--- config.mk ---
export PLATFORM = sky130hd
export DESIGN_NAME = barrel_coord_sched_flat
export DESIGN_NICKNAME = d
export VERILOG_FILES = /design/src/rtl/barrel_coord_sched_pkg.sv /design/src/rtl/barrel_coord_sched_if.sv /design/src/rtl/barrel_coord_sched_tag_fifo.sv /design/src/rtl/barrel_coord_sched.sv /design/src/flat_wrapper.sv
export SDC_FILE = /design/constraint.sdc
export NUM_CORES = 1
export LEC_CHECK = 0
export ABC_AREA = 1
export CAP_MARGIN = 20
export CORE_AREA = 2 2 288 290
export DETAILED_ROUTE_END_ITERATION = 6
export DIE_AREA = 0 0 290 292
export GPL_ROUTABILITY_DRIVEN = 0
export SYNTH_ARGS = -nofsm -noshare
export SYNTH_HDL_FRONTEND = slang
export SYNTH_HIERARCHICAL = 1
export SYNTH_SLANG_ARGS = --single-unit
--- constraint.sdc ---
create_clock -name clk -period 5.02 [get_ports clk]
set_input_delay 1.004 -clock clk [delete_from_list [all_inputs] [get_ports clk]]
set_output_delay 1.004 -clock clk [all_outputs]
set_load 0.01 [all_outputs]
--- src/rtl/barrel_coord_sched_pkg.sv ---
`default_nettype none
// +------------------------------------------------------------------------+
// | barrel_pkg: shared types and field layout for barrel_coord_sched       |
// | Rev 1.0                                                                |
// +------------------------------------------------------------------------+
package barrel_pkg;

    typedef enum logic [1:0] {
        ST_IDLE  = 2'd0,
        ST_RUN   = 2'd1,
        ST_DRAIN = 2'd2,
        ST_DONE  = 2'd3
    } state_t;

    localparam int c_COORD_W     = 12;
    localparam int c_CART_FRAC   = 4;
    localparam int c_POL_FRAC    = 3;
    localparam int c_CART_X_LSB  = 20;
    localparam int c_CART_Y_LSB  = 4;
    localparam int c_POL_W       = 16;
    localparam int c_POL_RAD_LSB = 0;
    localparam int c_POL_PH_LSB  = 16;
    localparam int c_TAG_W       = 2 * c_COORD_W;

    // Coordinates occupy the integer part of a 12.4 field; fractions stay zero.
    function automatic logic [31:0] pack_cart(input logic [c_COORD_W-1:0] x_off,
                                               input logic [c_COORD_W-1:0] y_off);
        return {x_off, {c_CART_FRAC{1'b0}}, y_off, {c_CART_FRAC{1'b0}}};
    endfunction

endpackage
`default_nettype wire

--- src/rtl/barrel_coord_sched_if.sv ---
`default_nettype none
// +------------------------------------------------------------------------+
// | barrel_coord_sched_if: CORDIC streams and result port of the scheduler |
// | Rev 1.0                                                                |
// +------------------------------------------------------------------------+
interface barrel_coord_sched_if;
    import barrel_pkg::*;

    logic [31:0]          cart_tdata;
    logic                 cart_tvalid;
    logic                 cart_tready;
    logic [31:0]          pol_tdata;
    logic                 pol_tvalid;
    logic                 pol_tready;
    logic [c_COORD_W-1:0] xOut;
    logic [c_COORD_W-1:0] yOut;
    logic [c_POL_W-1:0]   radius;
    logic [c_POL_W-1:0]   phase;
    logic                 addr_vld;
    logic                 addr_ready;

    modport slave (
        output cart_tdata, cart_tvalid,
        input  cart_tready,
        input  pol_tdata, pol_tvalid,
        output pol_tready,
        output xOut, yOut, radius, phase, addr_vld,
        input  addr_ready
    );

    modport master (
        input  cart_tdata, cart_tvalid,
        output cart_tready,
        output pol_tdata, pol_tvalid,
        input  pol_tready,
        input  xOut, yOut, radius, phase, addr_vld,
        output addr_ready
    );

endinterface
`default_nettype wire

--- src/rtl/barrel_coord_sched_tag_fifo.sv ---
`default_nettype none
// +------------------------------------------------------------------------+
// | tag_fifo: synchronous FIFO holding pixel tags of in-flight requests    |
// | Rev 1.0                                                                |
// +------------------------------------------------------------------------+
module tag_fifo #(
    parameter int DEPTH = 16,
    parameter int W     = 24
) (
    input  wire logic                   clk,
    input  wire logic                   reset,
    input  wire logic                   push,
    input  wire logic [W-1:0]           push_data,
    input  wire logic                   pop,
    output logic      [W-1:0]           pop_data,
    output logic      [$clog2(DEPTH):0] count,
    output logic                        full,
    output logic                        empty
);

    localparam int              c_AW      = $clog2(DEPTH);
    localparam logic [c_AW:0]   c_DEPTH   = (c_AW + 1)'(DEPTH);
    localparam logic [c_AW:0]   c_CNT_ONE = (c_AW + 1)'(1);
    localparam logic [c_AW-1:0] c_PTR_ONE = c_AW'(1);

    // Pointers wrap for free only when DEPTH is a power of two.
    if ((DEPTH < 2) || ((DEPTH & (DEPTH - 1)) != 0)) begin : g_bad_depth
        $error("tag_fifo DEPTH must be a power of two >= 2");
    end

    logic [W-1:0]    r_mem [DEPTH];
    logic [c_AW-1:0] r_wr_ptr;
    logic [c_AW-1:0] r_rd_ptr;
    logic [c_AW:0]   r_count;
    logic            w_do_push;
    logic            w_do_pop;

    assign full      = (r_count == c_DEPTH);
    assign empty     = (r_count == '0);
    assign count     = r_count;
    assign pop_data  = r_mem[r_rd_ptr];
    assign w_do_push = push && !full;
    assign w_do_pop  = pop && !empty;

    always_ff @(posedge clk) begin
        if (w_do_push) begin
            r_mem[r_wr_ptr] <= push_data;
        end
    end

    always_ff @(posedge clk) begin
        if (!reset) begin
            r_wr_ptr <= '0;
            r_rd_ptr <= '0;
            r_count  <= '0;
        end else begin
            if (w_do_push) begin
                r_wr_ptr <= r_wr_ptr + c_PTR_ONE;
            end
            if (w_do_pop) begin
                r_rd_ptr <= r_rd_ptr + c_PTR_ONE;
            end
            case ({w_do_push, w_do_pop})
                2'b10:   r_count <= r_count + c_CNT_ONE;
                2'b01:   r_count <= r_count - c_CNT_ONE;
                default: r_count <= r_count;
            endcase
        end
    end

endmodule
`default_nettype wire

--- src/rtl/barrel_coord_sched.sv ---
`default_nettype none
// +------------------------------------------------------------------------+
// | barrel_coord_sched: raster walk feeding the translate CORDIC, results  |
// | re-paired with their pixel via a tag FIFO.                 Rev 1.0     |
// +------------------------------------------------------------------------+
module barrel_coord_sched
    import barrel_pkg::*;
#(
    parameter int WIDTH        = 960,
    parameter int HEIGHT       = 1080,
    parameter int X_CENTER     = 479,
    parameter int Y_CENTER     = 540,
    parameter int MAX_INFLIGHT = 16
) (
    input  wire logic            clk,
    input  wire logic            reset,
    input  wire logic            start,
    input  wire logic            mem_ready,
    barrel_coord_sched_if.slave  bus,
    output logic                 busy,
    output logic                 frame_done,
    output logic                 err
);

    localparam logic [c_COORD_W-1:0] c_X_LAST = c_COORD_W'(WIDTH - 1);
    localparam logic [c_COORD_W-1:0] c_Y_LAST = c_COORD_W'(HEIGHT - 1);
    localparam logic [c_COORD_W-1:0] c_X_CTR  = c_COORD_W'(X_CENTER);
    localparam logic [c_COORD_W-1:0] c_Y_CTR  = c_COORD_W'(Y_CENTER);
    localparam logic [c_COORD_W-1:0] c_ONE    = c_COORD_W'(1);

    state_t                          r_state;
    state_t                          w_state_nxt;
    logic [c_COORD_W-1:0]            r_x;
    logic [c_COORD_W-1:0]            r_y;
    logic [c_COORD_W-1:0]            r_xout;
    logic [c_COORD_W-1:0]            r_yout;
    logic [c_POL_W-1:0]              r_radius;
    logic [c_POL_W-1:0]              r_phase;
    logic                            r_addr_vld;
    logic                            r_err;

    logic [c_COORD_W-1:0]            w_x_off;
    logic [c_COORD_W-1:0]            w_y_off;
    logic                            w_issue;
    logic                            w_retire;
    logic                            w_pop;
    logic                            w_stray;
    logic                            w_last_pix;
    logic [c_TAG_W-1:0]              w_tag;
    logic [$clog2(MAX_INFLIGHT):0]   w_count;
    logic                            w_full;
    logic                            w_empty;

    // 12-bit wrap-around subtraction equals the 13-bit signed difference truncated.
    assign w_x_off    = r_x - c_X_CTR;
    assign w_y_off    = r_y - c_Y_CTR;
    assign w_last_pix = (r_x == c_X_LAST) && (r_y == c_Y_LAST);

    assign bus.cart_tvalid = (r_state == ST_RUN) && mem_ready && !w_full;
    assign bus.cart_tdata  = (r_state == ST_RUN) ? pack_cart(w_x_off, w_y_off) : '0;
    assign w_issue         = bus.cart_tvalid && bus.cart_tready;

    assign bus.pol_tready  = reset && (!r_addr_vld || bus.addr_ready);
    assign w_retire        = bus.pol_tvalid && bus.pol_tready;
    assign w_pop           = w_retire && !w_empty;
    assign w_stray         = w_retire && w_empty;

    assign bus.xOut        = r_xout;
    assign bus.yOut        = r_yout;
    assign bus.radius      = r_radius;
    assign bus.phase       = r_phase;
    assign bus.addr_vld    = r_addr_vld;
    assign err             = r_err;

    tag_fifo #(
        .DEPTH (MAX_INFLIGHT),
        .W     (c_TAG_W)
    ) u_tag_fifo (
        .clk       (clk),
        .reset     (reset),
        .push      (w_issue),
        .push_data ({r_x, r_y}),
        .pop       (w_pop),
        .pop_data  (w_tag),
        .count     (w_count),
        .full      (w_full),
        .empty     (w_empty)
    );

    always_ff @(posedge clk) begin
        if (!reset) begin
            r_state <= ST_IDLE;
        end else begin
            r_state <= w_state_nxt;
        end
    end

    always_comb begin
        w_state_nxt = r_state;
        busy        = 1'b0;
        frame_done  = 1'b0;
        case (r_state)
            ST_IDLE: begin
                if (start) begin
                    w_state_nxt = ST_RUN;
                end
            end
            ST_RUN: begin
                busy = 1'b1;
                if (w_issue && w_last_pix) begin
                    w_state_nxt = ST_DRAIN;
                end
            end
            ST_DRAIN: begin
                busy = 1'b1;
                if ((w_count == '0) && !r_addr_vld) begin
                    w_state_nxt = ST_DONE;
                end
            end
            default: begin
                frame_done  = 1'b1;
                w_state_nxt = ST_IDLE;
            end
        endcase
    end

    always_ff @(posedge clk) begin
        if (!reset) begin
            r_x <= '0;
            r_y <= '0;
        end else if ((r_state == ST_IDLE) && start) begin
            r_x <= '0;
            r_y <= '0;
        end else if (w_issue) begin
            if (r_x == c_X_LAST) begin
                r_x <= '0;
                r_y <= (r_y == c_Y_LAST) ? '0 : r_y + c_ONE;
            end else begin
                r_x <= r_x + c_ONE;
            end
        end
    end

    always_ff @(posedge clk) begin
        if (!reset) begin
            r_xout     <= '0;
            r_yout     <= '0;
            r_radius   <= '0;
            r_phase    <= '0;
            r_addr_vld <= 1'b0;
            r_err      <= 1'b0;
        end else begin
            if (w_pop) begin
                r_xout     <= w_tag[c_TAG_W-1 -: c_COORD_W];
                r_yout     <= w_tag[c_COORD_W-1:0];
                r_radius   <= bus.pol_tdata[c_POL_RAD_LSB +: c_POL_W];
                r_phase    <= bus.pol_tdata[c_POL_PH_LSB +: c_POL_W];
                r_addr_vld <= 1'b1;
            end else if (bus.addr_ready) begin
                r_addr_vld <= 1'b0;
            end
            // A result with no matching tag is dropped; only the sticky flag records it.
            if (w_stray) begin
                r_err <= 1'b1;
            end
        end
    end

endmodule
`default_nettype wire
--- src/flat_wrapper.sv ---
// flat-port wrapper written by rule: the top's interface ports become plain ports
module barrel_coord_sched_flat import barrel_pkg::*;
#(
    parameter int WIDTH        = 960,
    parameter int HEIGHT       = 1080,
    parameter int X_CENTER     = 479,
    parameter int Y_CENTER     = 540,
    parameter int MAX_INFLIGHT = 16
)
  (clk, reset, start, mem_ready, busy, frame_done, err, bus_cart_tdata, bus_cart_tvalid, bus_cart_tready, bus_pol_tdata, bus_pol_tvalid, bus_pol_tready, bus_xOut, bus_yOut, bus_radius, bus_phase, bus_addr_vld, bus_addr_ready);
  barrel_coord_sched_if bus_i ();
  input  wire logic clk;
  input  wire logic reset;
  input  wire logic start;
  input  wire logic mem_ready;
  output logic busy;
  output logic frame_done;
  output logic err;
  output wire logic [$bits(bus_i.cart_tdata)-1:0] bus_cart_tdata;
  output wire logic [$bits(bus_i.cart_tvalid)-1:0] bus_cart_tvalid;
  input wire logic [$bits(bus_i.cart_tready)-1:0] bus_cart_tready;
  input wire logic [$bits(bus_i.pol_tdata)-1:0] bus_pol_tdata;
  input wire logic [$bits(bus_i.pol_tvalid)-1:0] bus_pol_tvalid;
  output wire logic [$bits(bus_i.pol_tready)-1:0] bus_pol_tready;
  output wire logic [$bits(bus_i.xOut)-1:0] bus_xOut;
  output wire logic [$bits(bus_i.yOut)-1:0] bus_yOut;
  output wire logic [$bits(bus_i.radius)-1:0] bus_radius;
  output wire logic [$bits(bus_i.phase)-1:0] bus_phase;
  output wire logic [$bits(bus_i.addr_vld)-1:0] bus_addr_vld;
  input wire logic [$bits(bus_i.addr_ready)-1:0] bus_addr_ready;
  assign bus_cart_tdata = bus_i.cart_tdata;
  assign bus_cart_tvalid = bus_i.cart_tvalid;
  assign bus_i.cart_tready = bus_cart_tready;
  assign bus_i.pol_tdata = bus_pol_tdata;
  assign bus_i.pol_tvalid = bus_pol_tvalid;
  assign bus_pol_tready = bus_i.pol_tready;
  assign bus_xOut = bus_i.xOut;
  assign bus_yOut = bus_i.yOut;
  assign bus_radius = bus_i.radius;
  assign bus_phase = bus_i.phase;
  assign bus_addr_vld = bus_i.addr_vld;
  assign bus_i.addr_ready = bus_addr_ready;
  barrel_coord_sched #(.WIDTH(WIDTH), .HEIGHT(HEIGHT), .X_CENTER(X_CENTER), .Y_CENTER(Y_CENTER), .MAX_INFLIGHT(MAX_INFLIGHT)) u_core (.clk(clk), .reset(reset), .start(start), .mem_ready(mem_ready), .bus(bus_i), .busy(busy), .frame_done(frame_done), .err(err));
endmodule
==> metrics.txt, run 1 <==
Setup Slack @ Placement=about 1.1 ns; top cells by area, synth=edfxtp_1, dfxtp_1, a21oi_1; CTS tree=built; largest net degree at the start of global routing=86; met2 wire len=~26000 um; number of diodes=0; Starting Density=24.8%; max cap viols=0; Skew-Pair Late Insertion Delay=0.60 ns; setup slack, reg-to-reg=1.85 ns; dominant synthesized flop cell=edfxtp_1; Synth Area in Adders=0.989%; pwr dens=roughly 400 nW/um^2; Die H=292 um; area share of and/or/nand/nor cells after synthesis=8.76%; max layer used=met4; vias in the first global route=13362; fillers=8138; Clock Tree Buf Depth=3; RSZ-0062 raised after global routing=false; Synth area leader=edfxtp_1; placed cell count=2875; setup bufs post-CTS=0; io pins=133; final hold slack=roughly 0.46 ns; Hold Crit Class=flop to flop; post-synthesis xor/xnor area fraction=0.476%; average cell area after synthesis=11.7 sq um; H-tree Lvls=2; violated checks=DRC; arrival time worst endpoint=3.26 ns; clk slew on worst S/H paths=0.06 ns; Tot Pwr=9.42 mW; Post-synth EDFFs=approximately 380; All-Layer GR Usage=between 10 and 15%; post-route insts no fill=2962; Sink Count=485; average wire per standard cell=17.8 um; final worst path period share=between 80 and 90%; initial antenna violation count=1; Crit Path Max Fanout=19; total global routing overflow=0; Max Clock Skew=about 0.030 ns; top cells by count, synth=edfxtp_1, nand2_1, a21oi_1, inv_1, dfxtp_1; VDD IR-drop max=around 240 uV; area of the multi-input gates=around 5500 sq um; Fmax=~0.23 GHz; P_leak=8.01 nW; Worst path most repeated cell=nand2_1; num rows=approximately 110; Setup-failing EPs final=0; met3 wire length=2460 um; Die X=between 200 and 300 um; Synth Area in Compound Gates=11.8%; die footprint=84700 sq um; post-synthesis cell type count=38; # nets final=1912; share of cells above drive strength 1=7.61%; Worst-Margin Slew=1.08 ns; WS Path Type=flop to output port; hpwl dp=~32000 um; Synth async-reset ratio=0%; slowest cell on the critical path=dfxtp_1; Cell Area, Synth=20200 sq um; Core Area=81600 sq um; setup ws final=0.753 ns; port buffer count=between 100 and 150; DRT Pass-1 Iters=7; post-synthesis mux area share=4.75%; final setup TNS=0 ns; Post-CTS Resized=0; Slew Viols, Final=0; sequential fraction of the synthesis area=about two thirds; Crit. End Element=output port; Yosys reg bits=485; WP data required=4.02 ns; clock root cell=clkbuf_16; Hold Vio Cnt, Final=0; Initial DRC Count=1405; status=complete, but fails checks; Metal-1 WL=~23000 um; via count=13498; Reg area=13600 sq um; cell family with most CP delay=simple AND/OR/NAND/NOR gates; relative slew slack=28.2%; YS warnings=6; Synth top area share=a little under three fifths; CP bufs+invs=3; largest family of logic cells by synthesized area=compound AO/OA/AOI/OAI gates; Final ANT Viol Nets=0; CP Cell Sequence=ha_1, nand2_1, nor2_1, inv_1, nand2_1, nand2_1, inv_1, nor3_1, nor3_1, clkdlybuf4s50_1; clock period minus worst slack=~4.3 ns; total detailed-routing wirelength=52700 um; number of vias per cell=4.56; Gate Count Post-Synth=1730; area grow syn2layout=19.5%; slowest stage delay, CP=0.69 ns; Post-route DRC=3; first-pass GRT wire length=79800 um; TritonCTS Buffers=50; CP Launch Type=flop; Hold-fix buffers, CTS=0; top-count cell post-synth=edfxtp_1
==> worst min-delay path: cells and delay by family (launching register included) <==
kind / cells / cell delay [ns]
flops: 1 / 0.31
buf+inv: 1 / 0.05
compound gates: 1 / 0.05
==> placed cells by master, fill, tap and decap left out, drive strengths merged, types with 2 or more instances in the layout <==
cell / count
a21oi: 193
buf: 43
bufinv: 4
clkbuf: 65
clkdlybuf4s50: 124
clkinv: 16
conb: 8
dfxtp: 101
edfxtp: 384
ha: 16
inv: 177
mux2i: 96
nand2: 232
nand3: 71
nand4: 16
nor2: 82
nor3: 19
nor3b: 2
o211ai: 96
o21a: 3
o21ai: 125
o21bai: 2
or2: 3
xor2: 10
==> layout make-up <==
type / count / share of cell area, %
Inverter: 175 / 2.72
Timing Repair Buffer: 167 / 6.57
Clock buffer: 65 / 5.49
Clock inverter: 22 / 0.957
Tap cell: 1070 / 5.53
Sequential cell: 485 / 56.1
Multi-Input combinational cell: 978 / 22.7
==> power breakdown <==
part	internal, mW	total, mW	switching, mW	leakage (nW)
sequential	4.40	4.51	0.112	4.35
combinational	0.547	1.33	0.788	2.89
clock	2.07	3.58	1.51	0.766
total	7.01	9.42	2.41	8.01
==> registers in the layout, indices dropped and copies added (netlist names), named ones only <==
name / count
u_core/bus.addr_vld: 1
u_core/bus.phase: 16
u_core/bus.radius: 16
u_core/bus.xOut: 12
u_core/bus.yOut: 12
u_core/err: 1
u_core/r_state: 2
u_core/r_x: 12
u_core/r_y: 12
u_core/u_tag_fifo/count: 5
u_core/u_tag_fifo/r_mem: 384
u_core/u_tag_fifo/r_rd_ptr: 4
u_core/u_tag_fifo/r_wr_ptr: 4
==> path summary, 6_finish.rpt <==
kind                                        from                                      end  cells past startpoint
hold reg to reg          u_core/err$_SDFFE_PN0P_                  u_core/err$_SDFFE_PN0P_                      2
setup / recovery      u_core/r_x[1]$_SDFFE_PP0P_                       bus_cart_tdata[30]                     10
hold / removal           u_core/err$_SDFFE_PN0P_                  u_core/err$_SDFFE_PN0P_                      2
setup reg to reg  u_core/r_state[1]$_SDFFE_PN0P_  u_core/u_tag_fifo/count[4]$_SDFFE_PN0P_                     16
==> metrics by stage <==
stage | util, % | instance area (sq um)
final | 29.6 | 24200
after global routing | 29.6 | 24200
after CTS | 29.6 | 24200
after detailed placement | 27.7 | 22600
after global placement | 27.7 | 22600
after floorplan | - | 20300
==> metal layers <==
layer  global-route usage, %  up-vias
met5                       0        -
met4                    3.72        0
met2                    21.5      378
li1                        -     6382
met3                    1.40       72
met1                    15.2     6666
==> cell families after synthesis <==
family	count (synthesis)
flops	485
simple gates	425
compound gates	422
buf+inv	274
mux	96
fa+ha+maj	16
xor+xnor	11
other cells	1
Power figures use the tool's default switching activity.
==> inputs of run 2 (changes only) <==
- clock period: 5.02 -> 3.6 ns (I/O delays scaled with it)
==> run 2 against run 1 <==
Against the previous run:
- the run ends with antenna rules left
- clock skew fell by 0.0042 ns
- via count rose by 0.64%
- non-clock buffer count rose by 22
- global-route usage rose by 0.051 points
- sequential power rose by 39%
- register-to-register slack got worse by 1.3 ns
- critical endpoint is now bus_cart_tdata[25]
- largest cell class unchanged
- largest power group unchanged
==> metrics.txt, run 2 (synthesis gave the netlist of run 1 again) <==
fillers=8140 (was 8138); setup slack, reg-to-reg=0.57 ns (was 1.85 ns); max reg flops=384 (unchanged); total global routing overflow=0 (unchanged); Post-route DRC=0 (was 3); clock root cell=clkbuf_16 (unchanged); final hold slack=0.449 ns (was 0.456 ns); CP Launch Type=flop (unchanged); share of cells above drive strength 1=9.16% (was 7.61%); vias in the first global route=13074 (was 13362); TritonCTS Buffers=50 (unchanged); # nets final=1934 (was 1912); final setup TNS=0 ns (unchanged); Fmax=0.293 GHz; Hold Crit Class=flop to flop (unchanged); Core Area=81600 sq um (unchanged); Skew-Pair Late Insertion Delay=0.60 ns (about the same); RSZ-0062 raised after global routing=false (unchanged); Sink Count=485 (unchanged); commonest non-fill, non-tap cell in the layout=edfxtp_1 (unchanged); Worst Hold Depth=2 (unchanged); worst reg2reg path endpoint=u_core/u_tag_fifo/count[4]$_SDFFE_PN0P_ (unchanged); most frequent cells in the layout=edfxtp_1, nand2_1, a21oi_1 (unchanged); hpwl dp=32100 um (was 32000 um); initial antenna violation count=0 (was 1); clock period minus worst slack=3.41 ns; Hold Vio Cnt, Final=0 (unchanged); arrival time worst endpoint=2.69 ns (was 3.26 ns); H-tree Lvls=2 (unchanged); num rows=105 (unchanged); status=complete, but fails checks (unchanged); Biggest register=u_core/u_tag_fifo/r_mem (unchanged); Final ANT Viol Nets=1 (was 0); CTS tree=built (unchanged); number of vias per cell=4.53 (was 4.56); clk slew on worst S/H paths=0.06 ns (about the same); DRT Pass-1 Iters=5 (was 7); area grow syn2layout=21.7% (was 19.5%); reg-to-reg startpoint=u_core/u_tag_fifo/count[0]$_SDFFE_PN0P_ (was u_core/r_state[1]$_SDFFE_PN0P_); CP bufs+invs=3 (unchanged); largest net degree at the start of global routing=121 (was 86); dpl cell area=23000 sq um (was 22600 sq um); reg2reg path depth=18 (was 16); Worst-Margin Slew=0.911 ns (was 1.08 ns); total detailed-routing wirelength=52800 um (was 52700 um); io pins=133 (unchanged); All-Layer GR Usage=12.1% (was 12.0%); VDD IR-drop max=315 uV (was 242 uV); first-pass GRT wire length=80100 um (was 79800 um); port buffer count=124 (unchanged); CP Cell Sequence=buf_4, inv_1, nor3_1, nand2_1, o21a_1, nor2_1, clkdlybuf4s50_1 (was ha_1, nand2_1, nor2_1, inv_1, nand2_1, nand2_1, inv_1, nor3_1, nor3_1, clkdlybuf4s50_1); slowest cell on the critical path=clkdlybuf4s50_1 (was dfxtp_1); WP data required=2.88 ns (was 4.02 ns); Crit. End Element=output port (unchanged); Initial DRC Count=1170 (was 1405); violated checks=antenna rules (was DRC); Starting Density=24.8% (unchanged); post-route cell area=24600 sq um (was 24200 sq um); hold endpoint=u_core/err$_SDFFE_PN0P_ (unchanged); Max Clock Skew=0.0260 ns (was 0.0302 ns); placed cell count=2897 (was 2875); Clock Tree Buf Depth=3 (unchanged); via count=13585 (was 13498); average wire per standard cell=17.6 um (was 17.8 um); pwr dens=538 nW/um^2 (was 389 nW/um^2); Setup-failing EPs final=0 (unchanged); P_leak=8.22 nW (was 8.01 nW); relative slew slack=39.2% (was 28.2%); Crit Path Max Fanout=18 (was 19); cell family with most CP delay=buffers and inverters (was simple AND/OR/NAND/NOR gates); setup bufs post-CTS=0 (unchanged); post-route insts no fill=2998 (was 2962); Die X=290 um (unchanged); max cap viols=0 (unchanged); slowest stage delay, CP=0.54 ns (was 0.69 ns); Hold Startpoint=u_core/err$_SDFFE_PN0P_ (unchanged); final worst path period share=94.8%; die footprint=84700 sq um (unchanged); Slew Viols, Final=0 (unchanged); Die H=292 um (unchanged); WS Path Type=flop to output port (unchanged)
-- run 2: repair_timing --
| item | CTS | global route |
|---|---|---|
| hold buffers | 0 | 0 |
| resized for setup | 2 | 1 |
| setup endpoints to repair | 2 | 1 |
| pin swaps | 0 | 1 |
-- run 2: layout make-up --
| class | instances | area [sq um] | share of cell area (%) |
|---|---|---|---|
| antenna | 7 | 17.5 | 0.0711 |
| clock buffer | 76 | 1430 | 5.82 |
| clock inverter | 18 | 198 | 0.803 |
| inverter | 175 | 657 | 2.67 |
| multi-input combinational | 978 | 5490 | 22.3 |
| sequential | 485 | 13600 | 55.1 |
| tap | 1070 | 1340 | 5.44 |
| timing repair buffer | 189 | 1930 | 7.82 |
-- run 2: worst max-delay path by stage --
stage,startpoint,to,slack (ns),cells after the start
2_1_floorplan,bus_addr_ready,u_core/u_tag_fifo/count[4]$_SDFFE_PN0P_,0.76,19
3_3_place_gp,reset,u_core/u_tag_fifo/count[4]$_SDFFE_PN0P_,0.36,18
3_5_place_dp,reset,u_core/u_tag_fifo/count[4]$_SDFFE_PN0P_,0.24,18
4_1_cts,u_core/r_x[1]$_SDFFE_PP0P_,bus_cart_tdata[30],0.08,10
5_1_grt,u_core/r_x[1]$_SDFFE_PP0P_,bus_cart_tdata[25],0.001,7
6_report,u_core/r_x[1]$_SDFFE_PP0P_,bus_cart_tdata[25],0.19,7
-- run 2: tightest hold or removal path, delay by kind of cell (launching register included) --
family                 cells  cell delay [ns]
flip-flops                 1             0.31
buffers and inverters      1             0.05
AO/OA/AOI/OAI              1             0.05
-- run 2: routing by layer --
layer | track usage, % | vias up | part of all wire (%)
met1 | 16.2 | 6724 | 44
met2 | 20.9 | 359 | 50
met4 | 2.57 | 0 | 1.5
li1 | - | 6439 | -
met5 | 0 | - | 0
met3 | 1.58 | 63 | 4.7
-- run 2: power by group --
group | total (mW) | switching [mW] | internal [mW]
clock network | 5.11 | 2.13 | 2.98
logic | 1.88 | 1.09 | 0.784
registers | 6.27 | 0.140 | 6.13
-- run 2: stage by stage --
step	setup WS, ns	total power, mW	util, %
floorplan	0.758	7.53	-
global placement	0.358	8.24	28.1
detailed placement	0.244	8.28	28.1
CTS	0.0791	13.4	30.2
global route	0.00120	13.8	30.2
finish	0.187	13.3	30.2
==> inputs of run 3 (changes only) <==
- ABC_AREA: 1 -> default
- CORE_AREA: 2 2 288 290 -> 2 2 282 284
- DIE_AREA: 0 0 290 292 -> 0 0 284 286
- SYNTH_HIERARCHICAL: 1 -> default
- clock period: 3.6 -> 2.9 ns (I/O delays scaled with it)
==> run 3 against run 2 <==
Against the previous run:
- the flow now finishes without violations
- synthesized cell count is 30% lower
- first-iteration DRC count down 36%
- critical path depth did not move
- die area down 4.1%
- clock power is 37% higher
- count of clock-buffer cells in the layout decreased by 17
- highest routed layer unchanged
- total power grew 17%
- global-route usage decreased by 1.0 points
- sequential share of layout area up 0.089 points
==> metrics.txt, run 3 <==
status=finished clean (was complete, but fails checks); CP Launch Type=flop (unchanged); Crit. End Element=output port (unchanged); average wire per standard cell=18.6 um (was 17.6 um); final hold slack=0.462 ns (was 0.449 ns); Sink Count=481 (was 485); Slew Viols, Final=0 (unchanged); Max Clock Skew=0.0163 ns (was 0.0260 ns); Post-route DRC=0 (unchanged); num rows=103 (was 105); average cell area after synthesis=16.0 sq um (was 11.7 sq um); Hold Vio Cnt, Final=0 (unchanged); commonest non-fill, non-tap cell in the layout=edfxtp_1 (unchanged); Critical Path End=bus_cart_tdata[14] (was bus_cart_tdata[25]); clock period minus worst slack=about 2.9 ns; TritonCTS Buffers=48 (was 50); reg-to-reg startpoint=u_core.u_tag_fifo.count[3]$_SDFFE_PN0P_ (was u_core/u_tag_fifo/count[0]$_SDFFE_PN0P_); largest net degree at the start of global routing=78 (was 121); initial antenna violation count=0 (unchanged); setup slack, reg-to-reg=0.25 ns (was 0.57 ns); RSZ-0062 raised after global routing=true (was false); first-pass GRT wire length=69500 um (was 80100 um); Setup-failing EPs final=0 (unchanged); slowest stage delay, CP=0.34 ns (was 0.54 ns); Die H=286 um (was 292 um); top cells by area, synth=edfxtp_1, mux4_2, dfxtp_1 (was edfxtp_1, dfxtp_1, a21oi_1); Synth area leader=edfxtp_1 (unchanged); total global routing overflow=0 (unchanged); die footprint=81200 sq um (was 84700 sq um); post-synthesis cell type count=48 (was 38); number of diodes=0 (was 7); io pins=133 (unchanged); pwr dens=635 nW/um^2 (was 538 nW/um^2); final setup TNS=0 ns (unchanged); Clock Tree Buf Depth=3 (unchanged); clock root cell=clkbuf_16 (unchanged); sequential fraction of the synthesis area=69.5% (was 67.0%); Crit. Startpoint=u_core.r_y[2]$_SDFFE_PP0P_ (was u_core/r_x[1]$_SDFFE_PP0P_); dominant synthesized flop cell=edfxtp_1 (unchanged); Cell Area, Synth=19400 sq um (was 20200 sq um); number of vias per cell=4.39 (was 4.53); Core Area=78400 sq um (was 81600 sq um); Synth async-reset ratio=0% (unchanged); CTS tree=built (unchanged); WP data required=2.32 ns (was 2.88 ns); Final ANT Viol Nets=0 (was 1); Post-synth EDFFs=384 (unchanged); max reg flops=384 (unchanged); worst reg2reg path endpoint=u_core.u_tag_fifo.count[4]$_SDFFE_PN0P_ (was u_core/u_tag_fifo/count[4]$_SDFFE_PN0P_); CP Cell Sequence=ha_2, a21o_1, or2_4, or3_4, and3_4, o21a_1, buf_2 (was buf_4, inv_1, nor3_1, nand2_1, o21a_1, nor2_1, clkdlybuf4s50_1); area grow syn2layout=26.3% (was 21.7%); H-tree Lvls=2 (unchanged); Die X=284 um (was 290 um); hpwl dp=28100 um (was 32100 um); slowest cell on the critical path=or3_4 (was clkdlybuf4s50_1); Starting Density=24.7% (was 24.8%); post-route insts no fill=2477 (was 2998); port buffer count=124 (unchanged); Skew-Pair Late Insertion Delay=0.56 ns (was 0.60 ns); max cap viols=0 (unchanged); Yosys reg bits=481 (was 485); most frequent cells in the layout=edfxtp_1, clkdlybuf4s50_1, mux4_2 (was edfxtp_1, nand2_1, a21oi_1); DRT Pass-1 Iters=5 (unchanged); clk slew on worst S/H paths=0.06 ns (about the same); Hold Crit Class=flop to flop (unchanged); final worst path period share=98.7%; YS warnings=0 (was 6); Biggest register=u_core.u_tag_fifo.r_mem (was u_core/u_tag_fifo/r_mem); Fmax=0.349 GHz; arrival time worst endpoint=2.28 ns (was 2.69 ns); # nets final=1447 (was 1934); placed cell count=2388 (was 2897); relative slew slack=45.1% (was 39.2%); Crit Path Max Fanout=3 (was 18); total detailed-routing wirelength=46100 um (was 52800 um); VDD IR-drop max=437 uV (was 315 uV); top cells by count, synth=edfxtp_1, dfxtp_1, mux4_2, nand2_1, nor2_1 (was edfxtp_1, nand2_1, a21oi_1, inv_1, dfxtp_1); Worst-Margin Slew=0.823 ns (was 0.911 ns); share of cells above drive strength 1=23.0% (was 9.16%); via count=10880 (was 13585); Synth top area share=59.5% (was 57.0%); top-count cell post-synth=edfxtp_1 (unchanged); All-Layer GR Usage=11.1% (was 12.1%); reg2reg path depth=10 (was 18); vias in the first global route=11211 (was 13074); Gate Count Post-Synth=1213 (was 1730); Initial DRC Count=746 (was 1170); WS Path Type=flop to output port (unchanged); P_leak=8.28 nW (was 8.22 nW)
==> run 3: changes by cell type after synthesis, sizes merged, moves of 24 or more <==
cell	delta
mux2	+24
buf	-26
o31ai	+24
a21boi	+38
inv	-164
nand2	-140
mux2i	-92
and2	+27
nor2b	+31
o211ai	-96
nand3	-50
mux4	+96
o21ai	-87
a21oi	-150
==> run 3: cell type report <==
cell class / count / area [sq um]
timing repair buffer: 203 / 2150
fill: 7701 / 53900
clock inverter: 29 / 504
inverter: 10 / 37.5
sequential: 481 / 13500
multi-input combinational: 645 / 5680
tap: 1050 / 1310
clock buffer: 59 / 1280
==> run 3: worst min path at each step <==
stage	from	to	slack (ns)	cells past startpoint
global placement	u_core.bus.phase[14]$_SDFFE_PN0P_	u_core.bus.phase[14]$_SDFFE_PN0P_	0.45	2
floorplan	u_core.r_state[1]$_SDFFE_PN0P_	u_core.r_state[1]$_SDFFE_PN0P_	0.49	2
detailed placement	u_core.err$_SDFFE_PN0P_	u_core.err$_SDFFE_PN0P_	0.45	1
finish	u_core.bus.radius[6]$_SDFFE_PN0P_	u_core.bus.radius[6]$_SDFFE_PN0P_	0.46	2
global route	u_core.err$_SDFFE_PN0P_	u_core.err$_SDFFE_PN0P_	0.48	1
CTS	u_core.err$_SDFFE_PN0P_	u_core.err$_SDFFE_PN0P_	0.47	1
==> run 3: cells by family after synthesis <==
group / count (synthesis) / synth area share, %
AOI/OAI and AO/OA: 156 / 5.15
xor gates and xnor gates: 35 / 1.58
adders and majority gates: 19 / 1.27
buffers and inverters: 94 / 2.06
DFF: 481 / 69.5
muxes: 124 / 12.8
other: 1 / 0.0194
and+or+nand+nor: 303 / 7.61
==> run 3: what timing repair did <==
| action | in CTS | in global routing |
|---|---|---|
| gates resized for setup | 42 | 16 |
| hold buffers | 0 | 0 |
| buffers inserted | 1 | 0 |
| pin swaps | 2 | 2 |
| setup endpoints to repair | 25 | 12 |
==> run 3: routing by layer <==
| metal | routed length, um | up-vias | global-route usage, % |
|---|---|---|---|
| li1 | - | 4966 | - |
| met1 | 20600 | 5616 | 14.8 |
| met2 | 22800 | 242 | 19.0 |
| met3 | 1920 | 56 | 1.61 |
| met4 | 850 | 0 | 2.78 |
| met5 | 0 | - | 0 |
==> run 3: power breakdown <==
group / total (mW) / switching (mW) / internal [mW]
clock network: 6.99 / 2.60 / 4.39
logic: 1.04 / 0.527 / 0.514
registers: 7.52 / 0.0677 / 7.45
==> run 3: per-stage QoR <==
step | utilization [%] | setup slack (ns) | total power, mW | instance area [sq um]
3_5_place_dp | 28.8 | -0.0986 | 8.73 | 22600
4_1_cts | 31.2 | -0.0625 | 15.7 | 24400
5_1_grt | 31.2 | -0.0421 | 16.1 | 24500
3_3_place_gp | 28.8 | -0.0781 | 8.72 | 22600
6_report | 31.2 | 0.0381 | 15.6 | 24500
2_1_floorplan | - | -0.0321 | 8.20 | 19500
==> run 3: critical path, delay by kind of cell (launching register included) <==
family          cells  cell delay [ns]
simple gates        3             0.75
flops               1             0.33
compound gates      2             0.32
fa+ha+maj           1             0.19
buf+inv             1             0.13
